`config.mk`:
```
export PLATFORM = sky130hd
export DESIGN_NAME = alu_con_flags
export DESIGN_NICKNAME = d
export VERILOG_FILES = /design/src/rtl/alu_con_flags.sv
export SDC_FILE = /design/constraint.sdc
export NUM_CORES = 1
export LEC_CHECK = 0
export CORE_MARGIN = 1
export CORE_UTILIZATION = 56
export DETAILED_ROUTE_END_ITERATION = 6
export GPL_TIMING_DRIVEN = 0
export PLACE_DENSITY = 0.87
export SLEW_MARGIN = 10
export SYNTH_ARGS = -nofsm -noshare
export SYNTH_HDL_FRONTEND = slang
export SYNTH_SLANG_ARGS = --single-unit
```
`constraint.sdc`:
```
create_clock -name clk -period 2 [get_ports clk]
set_input_delay 0.3 -clock clk [delete_from_list [all_inputs] [get_ports clk]]
set_output_delay 0.3 -clock clk [all_outputs]
set_load 0.005 [all_outputs]
```
`src/rtl/alu_con_flags.sv`:
```
// N-bit ALU (ADD/SUB/XOR/NOT) with ARM-style NZCV flags.
// Result, flags and the valid pulse are registered for one cycle of latency.
module alu_con_flags #(
    parameter int N = 32
) (
    input  logic         clk,
    input  logic         rst,
    input  logic         en,
    input  logic [N-1:0] A,
    input  logic [N-1:0] B,
    input  logic [1:0]   ALUControl,
    output logic [N-1:0] Result,
    output logic [3:0]   ALUFlags,
    output logic         valid
);

    localparam logic [1:0] OP_ADD = 2'b00;
    localparam logic [1:0] OP_SUB = 2'b01;
    localparam logic [1:0] OP_XOR = 2'b10;
    localparam logic [1:0] OP_NOT = 2'b11;

    logic [N-1:0] b_op;
    logic [N:0]   sum;
    logic [N-1:0] result_next;
    logic         carry_next;
    logic         ovf_next;
    logic [3:0]   flags_next;

    logic [N-1:0] result_reg;
    logic [3:0]   flags_reg;
    logic         valid_reg;

    // One shared adder: SUB reuses it as A + ~B + 1, so C means "no borrow".
    assign b_op = (ALUControl == OP_SUB) ? ~B : B;
    assign sum  = {1'b0, A} + {1'b0, b_op} + {{N{1'b0}}, (ALUControl == OP_SUB)};

    always_comb begin
        result_next = sum[N-1:0];
        carry_next  = 1'b0;
        ovf_next    = 1'b0;
        case (ALUControl)
            OP_ADD: begin
                result_next = sum[N-1:0];
                carry_next  = sum[N];
                ovf_next    = (A[N-1] == B[N-1]) && (sum[N-1] != A[N-1]);
            end
            OP_SUB: begin
                result_next = sum[N-1:0];
                carry_next  = sum[N];
                ovf_next    = (A[N-1] != B[N-1]) && (sum[N-1] != A[N-1]);
            end
            OP_XOR: result_next = A ^ B;
            OP_NOT: result_next = ~A;
        endcase
        flags_next = {result_next[N-1], (result_next == '0), carry_next, ovf_next};
    end

    always_ff @(posedge clk or posedge rst) begin
        if (rst) begin
            result_reg <= '0;
            flags_reg  <= 4'b0000;
            valid_reg  <= 1'b0;
        end else begin
            valid_reg <= en;
            if (en) begin
                result_reg <= result_next;
                flags_reg  <= flags_next;
            end
        end
    end

    assign Result   = result_reg;
    assign ALUFlags = flags_reg;
    assign valid    = valid_reg;

endmodule

```
==> results of run 1 <==
[cells by family after synthesis]
family	synth area share, %
flip-flops	20.4
multiplexers	2.94
XOR/XNOR	14.2
adder cells (fa/ha/maj)	9.78
AO/OA/AOI/OAI	26.6
AND/OR/NAND/NOR	21.7
buffers and inverters	4.33
[through the flow]
stage          setup slack, ns  TNS, ns
2_1_floorplan            -1.59   -28.16
3_3_place_gp             -2.25   -43.45
3_5_place_dp             -2.35   -47.16
4_1_cts                  -1.69   -30.30
[repair_timing]
item	CTS
pin swaps	69
setup buffers	50
setup endpoints to repair	34
gates cloned	1
gates resized for setup	120
[Yosys cell counts (8+ instances only)]
master    count  area share, %
a21o_1       11            1.9
a21oi_1      52            5.9
a31oi_1       9            1.3
clkbuf_1     22            1.9
dfrtp_1      36             20
ha_1         33            9.3
inv_1        10           0.85
mux2_2        8            2.0
nand2_1      42            3.6
nand3_1      19            2.1
nand4_1      13            1.8
nor2_1       67            5.7
nor3_1       14            1.6
o21a_1        9            1.5
o21ai_0      45            5.1
or3_1        13            1.8
xnor2_1      51             10
xor2_1       21            4.2
==> flow_summary_export.csv, run 1 <==
group,metric,value,unit
synth,synth_seq_area_share,20.4,%
cts,cts.sink_count,36,
placed_design,port_buffers,103,
synth,synth_seq_cells,36,
run_status,outcome,"did not finish",
floorplan,initial_core_util,57.6,%
placed_design,placed_cell_area,5940,um^2
cts,root_buffer,"clkbuf_8",
synth,number_of_synthesized_flops_with_an_enable_pin,0,
placed_design,dp_hpwl,12600,um
floorplan,chipHeight,90.9,um
synth,synth_cells,584,
run_status,flow.stopped_at,"global routing (5_1_grt)",
synth,dominantRegCellSynth,"dfrtp_1",
sta,globalroute.repair_timing.worst_endpoint,"ALUFlags[2]$_DFFE_PP0P_/D",
run_status,error,"[ERROR DPL-0038] Utilization greater than 100%, impossible to legalize",
sta,worst_endpoint_kind,"sequential cell input",
floorplan,die_x,90.9,um
cts,cts_inserted_buffers,5,
global_routing,maximum_number_of_pins_on_one_net_before_global_route_repair,37,
synth,synth.yosys.warnings,0,
synth,ys_async_sr_fraction,100,%
cts,postCtsHoldBufs,0,
cts,cts_max_path_buffers,2,
synth,synth_fp_nets,687,
floorplan,pin_count,106,
floorplan,fp-row-count,32,
placed_design,dpl.cell_count,789,
synth,synthDistinctLibCells,61,
placed_design,finalWeightedCongestion,0.999,
cts,h-tree-depth,2,
synth,syn_area,4430,um^2
synth,post_synth.cell_area_avg,7.58,um^2
==> inputs of run 2 (changes only) <==
CORE_UTILIZATION = 40   (was 56)
PLACE_DENSITY = default   (was 0.87)
PLACE_DENSITY_LB_ADDON = 0.15   (was default)
==> run 2 against run 1 <==
  * The flow now finishes, with violations (setup timing)
  * Synthesized cell count stayed put
  * Synthesized area unchanged
==> flow_summary_export.csv, run 2 <==
group,metric,value,unit
drt,route.final.wire_length,17400,um
cts,cts_inserted_buffers,5,
global_routing,grt_remaining_overflow,0,
synth,yosys.cell_count.top_type,"nor2_1",
global_routing,busiest_grt_layer,"met2",
synth,synthDistinctLibCells,61,
synth,share_of_the_synthesized_area_in_the_top_cell_type,20.4,%
run_status,outcome,"complete, but fails checks",
pwr,worst_ir_drop_vdd,0.371,mV
floorplan,initial_core_util,41.0,%
floorplan,chipHeight,107,um
sta,finalWorstPathRequiredPeriod,3.70,ns
cts,postCtsHoldBufs,0,
drt,wl_per_cell,19.3,um
global_routing,first_global_vias,5108,
setup_path,path_class,"in -> reg",
finish,layout.cells.most_common_list,"clkdlybuf4s50_1 (103), nor2_1 (62), buf_4 (57)",
placed_design,placed_cell_area,5990,um^2
floorplan,die_x,107,um
drt,route.detailed.drc,0,
placed_design,dpl.cell_count,827,
synth,synth.yosys.warnings,0,
floorplan,fp.dieArea,11500,um^2
setup_path,timing.rr.start,"Result[19]",
placed_design,finalWeightedCongestion,0.966,
global_routing,number_of_antenna_violations_at_the_first_check_in_global_routing,0,
sta,timing_max_transition_violations_final,0,
finish,layout-drive-gt1-share,32.5,%
cts,cts_tree,"done",
cts,h-tree-depth,2,
flow_run,count_of_maximum_capacitance_violations,0,
drt,drt_iter0_markers,300,
sta,min_period_over_period,185,%
setup_path,worst-endpoint-required,2.22,ns
finish,register_area,901,um^2
placed_design,port_buffers,103,
pwr,power_leakage,0.00297,uW
cts,cts_max_path_buffers,2,
floorplan,core_area,10800,um^2
finish,footprint_of_the_multi_input_gates,4340,um^2
setup_path,worst_setup_path_end_kind,"flip-flop",
setup_path,worst_setup_path_start_kind,"primary input",
synth,dominantRegCellSynth,"dfrtp_1",
synth,number_of_synthesized_flops_with_an_enable_pin,0,
synth,ys_async_sr_fraction,100,%
finish,design_area,7500,um^2
drt,dr.pass1.iters,7,
global_routing,global_route.usage.met1,37.1,%
floorplan,fp-row-count,38,
synth,synth_cells,584,
synth,most_area_hungry_cell_type_in_the_yosys_netlist,"dfrtp_1",
synth,synth_seq_area_share,20.4,%
setup_path,worstPathArrival,3.92,ns
sta,worst_slew_margin_rel,44.3,%
global_routing,grtUsageMet2,51.8,%
finish,leading_cell_type_in_the_layout_fill_and_taps_excluded,"clkdlybuf4s50_1",
sta,timing.fmax,270,MHz
min_path,hp-class,"in -> async",
drt,detailroute.via_count,5346,
synth,synth_fp_nets,687,
sta,final.setup.worst_slack,-1.70,ns
finish,filler_cell_count,877,
global_routing,grtUsageMet3,3.34,%
setup_path,worst-r2r-setup-slack,1.23,ns
sta,hold_viol,0,
synth,synth.top_cells.by_count,"nor2_1 (67), a21oi_1 (52), xnor2_1 (51)",
synth,synth_seq_cells,36,
placed_design,dp_hpwl,12300,um
finish,largest_reg_flops,32,
sta,worst_clock_skew,0,ns
setup_path,setup.worst_path.start,"ALUControl[0]",
finish,layoutNonFillerInstCount,900,
setup_path,logic_depth_of_the_worst_register_to_register_path,1,
cts,clk-insertion-delay-late,0.28,ns
global_routing,grtUsageTotal,29.5,%
synth,syn_area,4430,um^2
finish,antenna-diode-count,0,
run_status,violated_checks,"setup timing",
synth,post_synth.cell_area_avg,7.58,um^2
finish,layout.nets,863,
sta,worst_slew_pin_slew,0.836,ns
cts,cts.sink_count,36,
cts,clk_pin_slew_worst_paths,0.07,ns
finish,final_core_util,69.5,%
cts,root_buffer,"clkbuf_8",
global_routing,grt_first_pass_wirelength,26200,um
finish,layout-area-overhead-vs-synth,69.6,%
sta,setup_total_negative_slack,-32.35,ns
sta,finalSetupViolations,34,
pwr,powerDensity,598,nW/um^2
global_routing,maximum_number_of_pins_on_one_net_before_global_route_repair,37,
setup_path,worstPathMaxFanout,6,
drt,route.antenna.remaining_nets,0,
sta,unrepaired_setup_endpoints_after_global_routing,"true",
floorplan,pin_count,106,
synth,yosys-top-cells-area,"dfrtp_1 (20%), xnor2_1 (10%), ha_1 (9.3%)",
drt,detail_routed_via_count_per_cell,5.94,
==> run 2: cell counts after synthesis <==
Identical to the previous run, type by type.
==> run 2: final cells by class <==
| type | instances | share of cell area (%) |
|---|---|---|
| buffer | 32 | 4.27 |
| sequential | 36 | 12.0 |
| multi-input combinational | 502 | 57.9 |
| inverter | 10 | 0.534 |
| clock buffer | 7 | 1.28 |
| tap | 140 | 2.33 |
| timing repair buffer | 173 | 21.7 |
==> run 2: cell families after synthesis <==
kind of cell | synth area share [%]
multiplexers | 2.94
AO/OA/AOI/OAI | 26.6
buffers and inverters | 4.33
flip-flops | 20.4
AND/OR/NAND/NOR | 21.7
XOR/XNOR | 14.2
adder cells (fa/ha/maj) | 9.78
==> run 2: path summary, 6_finish.rpt <==
check / endpoint
hold / removal: Result[15]
max in group asynchronous: Result[31]
setup / recovery: ALUFlags[2]
hold reg to reg: Result[12]
setup reg to reg: Result[19]
min in group clk: Result[12]
==> run 2: power breakdown <==
part | switching (uW) | internal (uW) | total [uW]
Combinational | 1470 | 1520 | 3000
Clock | 240 | 306 | 546
Sequential | 81.8 | 861 | 942
Total | 1790 | 2690 | 4480
==> run 2: what timing repair did <==
action,4_1_cts,5_1_grt
cloned,1,0
pin swaps,62,64
buffers inserted,51,22
setup endpoints to repair,34,34
gates resized for setup,95,86
==> run 2: per-layer routing <==
metal,vias to the layer above,share of wire [%]
met5,-,0
met4,0,3.5
met3,54,5.3
met2,223,49
met1,2577,42
li1,2492,-
==> run 2: critical path, cell delays in order <==
cell,delay (ns)
buf_12,0.11
clkbuf_16,0.14
clkbuf_16,0.14
clkbuf_16,0.15
nand2_8,0.10
buf_12,0.15
xnor2_2,0.07
ha_1,0.31
buf_6,0.15
nand4_1,0.10
nor2_2,0.06
a221o_1,0.35
buf_6,0.14
o311a_4,0.35
or3_4,0.40
a31oi_4,0.22
nand3_2,0.11
nor4_4,0.29
nand4_1,0.15
o21ai_1,0.10
==> run 2: per-stage QoR <==
step                      worst slack [ns]  power, uW  hold slack [ns]
final                                -1.70       4480            0.465
after floorplan                      -1.59       2310            0.331
after detailed placement             -2.39       3120            0.469
after global routing                 -1.75       4720            0.493
after global placement               -2.37       3090            0.462
after CTS                            -1.61       4110            0.478
Power figures use the tool's default switching activity.
